$ cat config.mk
export PLATFORM = sky130hd
export DESIGN_NAME = bcd_seg_display
export DESIGN_NICKNAME = d
export VERILOG_FILES = /design/src/rtl/calc_pkg.sv /design/src/rtl/bcd_to_seg.sv /design/src/rtl/bcd_seg_display.sv
export SDC_FILE = /design/constraint.sdc
export NUM_CORES = 1
export LEC_CHECK = 0
export ABC_AREA = 0
export CAP_MARGIN = 10
export CELL_PAD_IN_SITES_DETAIL_PLACEMENT = 1
export CELL_PAD_IN_SITES_GLOBAL_PLACEMENT = 1
export CORE_UTILIZATION = 46
export DETAILED_ROUTE_END_ITERATION = 6
export PLACE_DENSITY = 0.82
export SYNTH_ARGS = -nofsm -noshare
export SYNTH_HDL_FRONTEND = slang
export SYNTH_SLANG_ARGS = --single-unit
$ cat constraint.sdc
create_clock -name i_Clock -period 5.8 [get_ports i_Clock]
set_input_delay 1.16 -clock i_Clock [delete_from_list [all_inputs] [get_ports i_Clock]]
set_output_delay 1.16 -clock i_Clock [all_outputs]
set_load 0.05 [all_outputs]
$ cat src/rtl/calc_pkg.sv
// Shared calculator-datapath definitions: seven-segment glyph constants and the
// nibble-to-glyph lookup used by the display stage.
package calc_pkg;

    localparam int SEG_W = 7;

    // Segment bus bit order is {g,f,e,d,c,b,a}; all patterns are active-low.
    typedef enum logic [2:0] {
        SEG_A = 3'd0,
        SEG_B = 3'd1,
        SEG_C = 3'd2,
        SEG_D = 3'd3,
        SEG_E = 3'd4,
        SEG_F = 3'd5,
        SEG_G = 3'd6
    } seg_bit_e;

    localparam logic [SEG_W-1:0] SEG_0     = 7'h40;
    localparam logic [SEG_W-1:0] SEG_1     = 7'h79;
    localparam logic [SEG_W-1:0] SEG_2     = 7'h24;
    localparam logic [SEG_W-1:0] SEG_3     = 7'h30;
    localparam logic [SEG_W-1:0] SEG_4     = 7'h19;
    localparam logic [SEG_W-1:0] SEG_5     = 7'h12;
    localparam logic [SEG_W-1:0] SEG_6     = 7'h02;
    localparam logic [SEG_W-1:0] SEG_7     = 7'h78;
    localparam logic [SEG_W-1:0] SEG_8     = 7'h00;
    localparam logic [SEG_W-1:0] SEG_9     = 7'h10;
    localparam logic [SEG_W-1:0] SEG_DASH  = 7'h3F;
    localparam logic [SEG_W-1:0] SEG_BLANK = 7'h7F;

    // Any nibble outside 0-9 renders as a dash so corrupt BCD is visible.
    function automatic logic [SEG_W-1:0] nibble_to_seg(input logic [3:0] nib);
        logic [SEG_W-1:0] pattern;
        case (nib)
            4'd0:    pattern = SEG_0;
            4'd1:    pattern = SEG_1;
            4'd2:    pattern = SEG_2;
            4'd3:    pattern = SEG_3;
            4'd4:    pattern = SEG_4;
            4'd5:    pattern = SEG_5;
            4'd6:    pattern = SEG_6;
            4'd7:    pattern = SEG_7;
            4'd8:    pattern = SEG_8;
            4'd9:    pattern = SEG_9;
            default: pattern = SEG_DASH;
        endcase
        return pattern;
    endfunction

endpackage

$ cat src/rtl/bcd_to_seg.sv
// Combinational BCD nibble to active-low seven-segment decoder with a blank
// override used for leading-zero suppression.
module bcd_to_seg
    import calc_pkg::*;
(
    input  logic [3:0]       digit,
    input  logic             blank,
    output logic [SEG_W-1:0] segments
);

    // Blank wins over the glyph; the anode is still driven by the caller.
    always_comb begin
        segments = SEG_BLANK;
        if (blank) begin
            segments = SEG_BLANK;
        end else begin
            segments = nibble_to_seg(digit);
        end
    end

endmodule

$ cat src/rtl/bcd_seg_display.sv
// Multiplexed seven-segment driver: latches packed BCD results and scans them
// digit by digit with a guard cycle per slot and optional leading-zero blanking.
module bcd_seg_display
    import calc_pkg::*;
#(
    parameter int DECIMAL_DIGITS = 7,
    parameter int REFRESH_DIV    = 50000
) (
    input  logic                        i_Clock,
    input  logic                        i_Reset,
    input  logic [DECIMAL_DIGITS*4-1:0] i_BCD,
    input  logic                        i_DV,
    input  logic                        i_Blank_Leading,
    output logic [DECIMAL_DIGITS-1:0]   o_Anode,
    output logic [SEG_W-1:0]            o_Segments
);

    localparam int P_W = (REFRESH_DIV > 1) ? $clog2(REFRESH_DIV) : 1;
    localparam int K_W = (DECIMAL_DIGITS > 1) ? $clog2(DECIMAL_DIGITS) : 1;
    localparam int BCD_W = DECIMAL_DIGITS * 4;

    localparam logic [P_W-1:0] P_LAST = P_W'(REFRESH_DIV - 1);
    localparam logic [K_W-1:0] K_LAST = K_W'(DECIMAL_DIGITS - 1);
    localparam logic [DECIMAL_DIGITS-1:0] ANODE_ONE = DECIMAL_DIGITS'(1);
    localparam logic [DECIMAL_DIGITS-1:0] ANODE_OFF = {DECIMAL_DIGITS{1'b1}};

    logic [BCD_W-1:0]          pending_r;
    logic [BCD_W-1:0]          shown_r;
    logic [P_W-1:0]            p_r;
    logic [K_W-1:0]            k_r;
    logic [DECIMAL_DIGITS-1:0] anode_r;
    logic [SEG_W-1:0]          seg_r;

    logic                      slot_end_s;
    logic [K_W-1:0]            k_next_s;
    logic [DECIMAL_DIGITS-1:0] nonzero_from_s;
    logic [3:0]                digit_s;
    logic                      blank_s;
    logic [SEG_W-1:0]          seg_s;

    assign slot_end_s = (p_r == P_LAST);

    // Next digit index, wrapping after the most significant digit.
    always_comb begin
        k_next_s = {K_W{1'b0}};
        if (k_r == K_LAST) begin
            k_next_s = {K_W{1'b0}};
        end else begin
            k_next_s = k_r + K_W'(1);
        end
    end

    // Capture, display latch, prescaler and digit index; a strobe coincident
    // with a slot boundary bypasses pending so the new value is not delayed.
    always_ff @(posedge i_Clock) begin
        if (i_Reset) begin
            pending_r <= {BCD_W{1'b0}};
            shown_r   <= {BCD_W{1'b0}};
            p_r       <= {P_W{1'b0}};
            k_r       <= {K_W{1'b0}};
        end else begin
            if (i_DV) begin
                pending_r <= i_BCD;
            end
            if (slot_end_s) begin
                p_r     <= {P_W{1'b0}};
                k_r     <= k_next_s;
                shown_r <= i_DV ? i_BCD : pending_r;
            end else begin
                p_r <= p_r + P_W'(1);
            end
        end
    end

    // nonzero_from_s[i] is set when any nibble at position i or above is non-zero.
    always_comb begin : nz_scan
        logic acc;
        acc            = 1'b0;
        nonzero_from_s = {DECIMAL_DIGITS{1'b0}};
        for (int i = DECIMAL_DIGITS - 1; i >= 0; i--) begin
            acc               = acc | (|shown_r[4*i +: 4]);
            nonzero_from_s[i] = acc;
        end
    end

    assign digit_s = shown_r[{k_r, 2'b00} +: 4];
    assign blank_s = i_Blank_Leading & (k_r != {K_W{1'b0}}) & ~nonzero_from_s[k_r];

    bcd_to_seg u_dec (
        .digit    (digit_s),
        .blank    (blank_s),
        .segments (seg_s)
    );

    // Registered pins; the first output cycle of each slot is a dark guard cycle.
    always_ff @(posedge i_Clock) begin
        if (i_Reset) begin
            anode_r <= ANODE_OFF;
            seg_r   <= SEG_BLANK;
        end else if (p_r == {P_W{1'b0}}) begin
            anode_r <= ANODE_OFF;
            seg_r   <= SEG_BLANK;
        end else begin
            anode_r <= ~(ANODE_ONE << k_r);
            seg_r   <= seg_s;
        end
    end

    assign o_Anode    = anode_r;
    assign o_Segments = seg_r;

endmodule
== Word-level counts from Yosys, hierarchy flattened ==
Memory sizes are Yosys's and may differ from the RTL's. A register that Yosys moved wholly into a read port is not among the register bits.
Index checks and enable logic that the tools add are counted.

* Register bits after elaboration: 82
* Input bits: 32
* Memories kept: 1
* Word-level logic and storage cells: 39
* ROM bits: 112
* Output and inout bits: 14

{| class="wikitable"
|+ Memories
! name !! words !! width !! rd ports !! clocked after memory_dff !! wr ports !! line !! RTL
|-
| (no name shown) || 16 || 7 || 1 || 1 || 0 || calc_pkg.sv:34 || <nowiki>case (nib)</nowiki>
|}

* Order comparisons: 1
* Shift operators: 2
* Muxes and demuxes: 4
* Add/sub/neg operators: 2
* Reduce and logical (&&, ||, !) cells: 12
* Bitwise logic cells: 10
* Equality and inequality tests: 2

{| class="wikitable"
|+ Operators with widths
! operator !! number
|-
| 28-bit two-way mux || 1
|-
| 4-bit OR reduction || 7
|-
| 28-bit by 6-bit variable part select with 4-bit output || 1
|-
| 16-bit by 1-bit adder with 16-bit output, second input constant || 1
|-
| 16-bit == test, second input constant || 1
|-
| 16-bit zero test || 1
|-
| 7-bit NOT || 1
|-
| 1-bit by 3-bit << shifter with 7-bit output, first input constant || 1
|-
| 1-bit bitwise OR || 6
|-
| 3-bit by 4-bit < comparator with 1-bit output, second input constant || 1
|-
| 2-bit OR reduction || 2
|-
| 3-bit by 1-bit adder with 3-bit output, second input constant || 1
|-
| 1-bit binary-select mux with 3-bit select || 1
|-
| 3-bit == test, second input constant || 1
|-
| 3-bit two-way mux || 1
|-
| 3-bit nonzero test || 1
|-
| 3-bit OR reduction || 1
|-
| 1-bit AND || 2
|-
| 1-bit two-way mux || 1
|-
| 1-bit NOT || 1
|}

== Logic depth before layout (Yosys ltp) ==
* Word-level depth: 12
* Mapped depth: 11
* Gate-level depth less buffers: 9

== Cells and area by module ==
A second synthesis with hierarchy kept.

* Cell total of the unflattened synthesis: 368
* Area, all modules: 3659.8 um^2

{| class="wikitable"
|+ Modules (own cells, without submodules)
! module !! cells each !! times used !! seq. area each (um^2) !! area an instance (um^2)
|-
| bcd_seg_display || 333 || 1 || 1781.7 || 3424.5
|-
| bcd_to_seg || 35 || 1 || 0.0 || 235.2
|}

== Worst setup path after synthesis ==
Ideal clock, no wire load.

* Path kind: input to register
* Start: input i_Reset
* End: register seg_r[0], in the netlist o_Segments[0]
* Arrival time: 2082 ps
* Stages on the path: 5
* Path slack: 3581 ps
* Path buffers: 1
* Setup time: 137 ps
* Cells stage by stage: clkbuf_1 > a41oi_1 > o21ai_0 > o2bb2ai_1 > o21ai_0

* Longest elaborated chain between the ends: 1

{| class="wikitable"
|+ Ends and longest elaborated chain
! what !! line !! RTL
|-
| start: declaration || bcd_seg_display.sv:10 || <nowiki>input logic i_Reset,</nowiki>
|-
| 3-bit OR reduction (no line) || n/a ||
|-
| end: declaration || bcd_seg_display.sv:32 || <nowiki>logic [SEG_W-1:0] seg_r;</nowiki>
|}

Every way passes these cells.
A chain may end at the register's enable or synchronous reset.

== Worst setup path after layout ==
* Start: register k_r[1]
* End: register seg_r[5], in the netlist o_Segments[5]

* Longest elaborated chain between the ends: 5
* Elaborated cells between the ends (all ways): 8

{| class="wikitable"
|+ Ends and longest elaborated chain
! what !! line !! RTL
|-
| start: declaration || bcd_seg_display.sv:30 || <nowiki>logic [K_W-1:0] k_r;</nowiki>
|-
| start signal: assignment || bcd_seg_display.sv:60 || <nowiki>k_r <= {K_W{1'b0}};</nowiki>
|-
| start signal: assignment || bcd_seg_display.sv:67 || <nowiki>k_r <= k_next_s;</nowiki>
|-
| 1-bit binary-select mux with 3-bit select || bcd_seg_display.sv:87 || <nowiki>assign blank_s = i_Blank_Leading & (k_r != {K_W{1'b0}}) & ~nonzero_from_s[k_r];</nowiki>
|-
| 1-bit two-way mux (implied by the code) || bcd_seg_display.sv:87 ||
|-
| 1-bit NOT || bcd_seg_display.sv:87 ||
|-
| 1-bit AND || bcd_seg_display.sv:87 ||
|-
| 3-bit OR reduction (no line) || n/a ||
|}

Parallel ways exist; a longest one is shown, timed or not. The select of a mux whose other input is x is not followed.

==> out/qor.csv <==
metric,value,unit
fraction of the cycle the final worst path needs,48.97,%
total clock buffers created by CTS,9,
number of cells upsized or downsized after cts,0,
pin count of the biggest net entering global routing,36,
setup slack of the worst register-to-register path,2.96,ns
Fmax achieved,0.3521,GHz
relative area change from synthesis to final layout,19.53,%
cell depth of the worst min-delay path,1,
startpoint of the lowest-slack hold path,p_r[0]$_SDFF_PP0_,
weighted congestion reported at the end of routability-driven placement,0.8218,
arrival time at the worst endpoint,3.05,ns
proportion of synthesized chip area in sequential cells,48.80,%
maximum vdd drop,0.1284,mV
1st-iter DRT viols,92,
gate count of the mapped netlist,364,
CTS Sinks,89,
drt wl/cell,15.65,µm
antenna violations before repair,0,
kind of capture point of the worst setup path,flip-flop,
drc violations,0,
total number of vias,2779,
total setup violations reported at the end of the flow,0,
largest fanout of any net on the critical path,23,
CP startpoint kind,flip-flop,
final-report hold violation count,0,
initial standard-cell utilization of the core,47.49,%
count of flip-flops with a built-in enable after synthesis,0,
number of fillers in the final layout,861,
Core Footprint,0.007687,mm²
placed inst area,0.004135,mm²
Fin Clk Skew,0.01033,ns
top flip-flop cell by instance count after synthesis,dfxtp_1,
first-pass detailed-route iteration total,4,
global-route total usage across every layer,20.78,%
CTS tree,built,
number of buffers on the longest clock path,2,
commonest cells in the synthesized netlist,"dfxtp_1 (89), nor2_1 (55), mux2i_1 (39)",
count of max-cap constraint violations,0,
detailed placer's ending HPWL,5776,µm
HP Class,flip-flop to flip-flop,
average size of a mapped cell,10.03,µm²
end point of the worst hold path,p_r[0]$_SDFF_PP0_,
CTS H-Tree Depth,3,
Synth Register Bits,89,
CP required,6.01,ns
slew at the pin closest to its max-slew limit,0.9226,ns
warning count from the yosys run,0,
drt total wl,7966,µm
syn nets,404,
critical register-to-register path endpoint,o_Segments[5]$_SDFF_PP1_,
result of the run,"complete, no violations",
number of cells on the worst reg-to-reg path,8,
clock tree root driver cell,clkbuf_8,
global-route wire length before repair,13800,µm
biggest area contributors in the synthesized netlist,"dfxtp_1 (49%), mux2i_1 (11%), o22a_1 (6.7%), nor2_1 (5.7%), ha_1 (2.7%)",
FF/Latch Area,0.001782,mm²
proportion of netlist area held by the largest area contributor,48.80,%
count of port buffers added during placement,45,
share of cells above drive strength 1,6.143,%
# hold bufs at CTS,0,
"area leader, netlist",dfxtp_1,
DIE AREA,0.008297,mm²
pwr/cell area,279.2,mW/mm²
clock network latency to the later pin of the worst-skew pair,0.35,ns
multi-input gate area in the final layout,0.001719,mm²
top-level port count,46,
most frequent cell after synthesis,dfxtp_1,
"Worst Path Class, Setup",flip-flop to flip-flop,
clock slew at reported path FFs,0.08,ns
static power due to leakage,0.001867,µW
ANT nets after route,0,
Die Wd,91.09,µm
Die Span Y,91.09,µm
number of antenna repair diodes,0,
final total negative setup slack,0,ns
number of nets in the layout,442,
post-synth cell types,45,
number of buffers added for setup after CTS,0,
startpoint of the worst register-to-register path,k_r[1]$_SDFFE_PP0P_,
global route total overflow,0,
site row count,32,
"Cell Area, Synth",0.003651,mm²
via count of the first global-routing pass,2870,
max-slew violation count,0,
area of all placed cells without fillers,0.004364,mm²
final period demand of the worst path,2.840,ns
setup repair after global routing missed its margin,no,
vias per cell,5.460,
fraction of registers with async set or reset after synthesis,0,%
remaining max-slew budget at the tightest pin,38.41,%
## per-layer routing
layer  vias to the layer above  GRT usage (%)  share of wire (%)
met1                      1340          24.92                 45
met3                        16          4.188                3.0
li1                       1372              -                  -
met4                         0          8.862                2.0
met5                         -              0                  0
met2                        51          36.05                 50
## worst max-delay path by stage
stage	from	end	slack, ns
after detailed placement	i_Reset	o_Segments[5]$_SDFF_PP1_	2.73
after floorplan	i_Reset	o_Segments[0]$_SDFF_PP1_	3.58
after global routing	k_r[1]$_SDFFE_PP0P_	o_Segments[5]$_SDFF_PP1_	2.69
final	k_r[1]$_SDFFE_PP0P_	o_Segments[5]$_SDFF_PP1_	2.96
after global placement	i_Reset	o_Segments[3]$_SDFF_PP1_	2.90
after CTS	k_r[1]$_SDFFE_PP0P_	o_Segments[5]$_SDFF_PP1_	2.95
## critical path, stage by stage (launching register included)
cell and delay [ns]:
dfxtp_1 0.93, nor2b_1 0.31, o2bb2ai_1 0.20, mux2i_1 0.42
inv_1 0.17, ha_1 0.22, and3_1 0.16, nor3_1 0.17
o21ai_0 0.10
## registers in the layout (all words and copies together), names as in the netlist
| name | count |
|---|---|
| shown_r | 28 |
| pending_r | 28 |
| o_Segments | 7 |
| p_r | 16 |
| k_r | 3 |
| o_Anode | 7 |
## stage by stage
stage                     util [%]  setup slack, ns  power [µW]  cells  hold slack [ns]
final                        56.77            2.960        1219    509           0.4959
after global placement       53.79            2.902       758.9    493           0.4559
after floorplan                  -            3.581       717.0    364           0.4377
after CTS                    56.77            2.952        1236    509           0.4984
after global routing         56.77            2.695        1272    509           0.5271
after detailed placement     53.79            2.731       763.5    493           0.4776
## cells in the final DEF (no fill, tap or decap), drive strengths merged, types with 5 or more instances in the layout
cell / instances
and2: 7
clkdlybuf4s50: 45
inv: 7
xnor2: 6
mux2i: 39
xor2: 8
a21oi: 11
o21ai: 11
nor4: 7
dfxtp: 89
clkbuf: 10
nand2: 18
o22a: 28
ha: 8
nand3: 5
nor2: 55
## cell families (layout without fill, tap and decap cells)
| logic type | after synthesis | in the layout | share of synthesized area (%) |
|---|---|---|---|
| AOI/OAI and AO/OA | 66 | 66 | 13.43 |
| and+or+nand+nor | 117 | 117 | 15.63 |
| adders and majority gates | 8 | 8 | 2.742 |
| muxes | 41 | 41 | 11.93 |
| buffers and inverters | 29 | 72 | 4.113 |
| xor gates and xnor gates | 14 | 14 | 3.359 |
| DFF | 89 | 89 | 48.80 |
## power by group
part,switching (µW),total [µW],internal (µW)
Sequential,7.24,638,631
Combinational,61.1,110,49.0
Clock,216,471,255
## final cells by class
type	count	share of cell area (%)
Sequential cell	89	40.83
Multi-Input combinational cell	246	39.39
Timing Repair Buffer	49	11.01
Clock buffer	10	3.154
Tap cell	102	2.924
Clock inverter	6	2.093
Inverter	7	0.6021
Power figures use the tool's default switching activity.
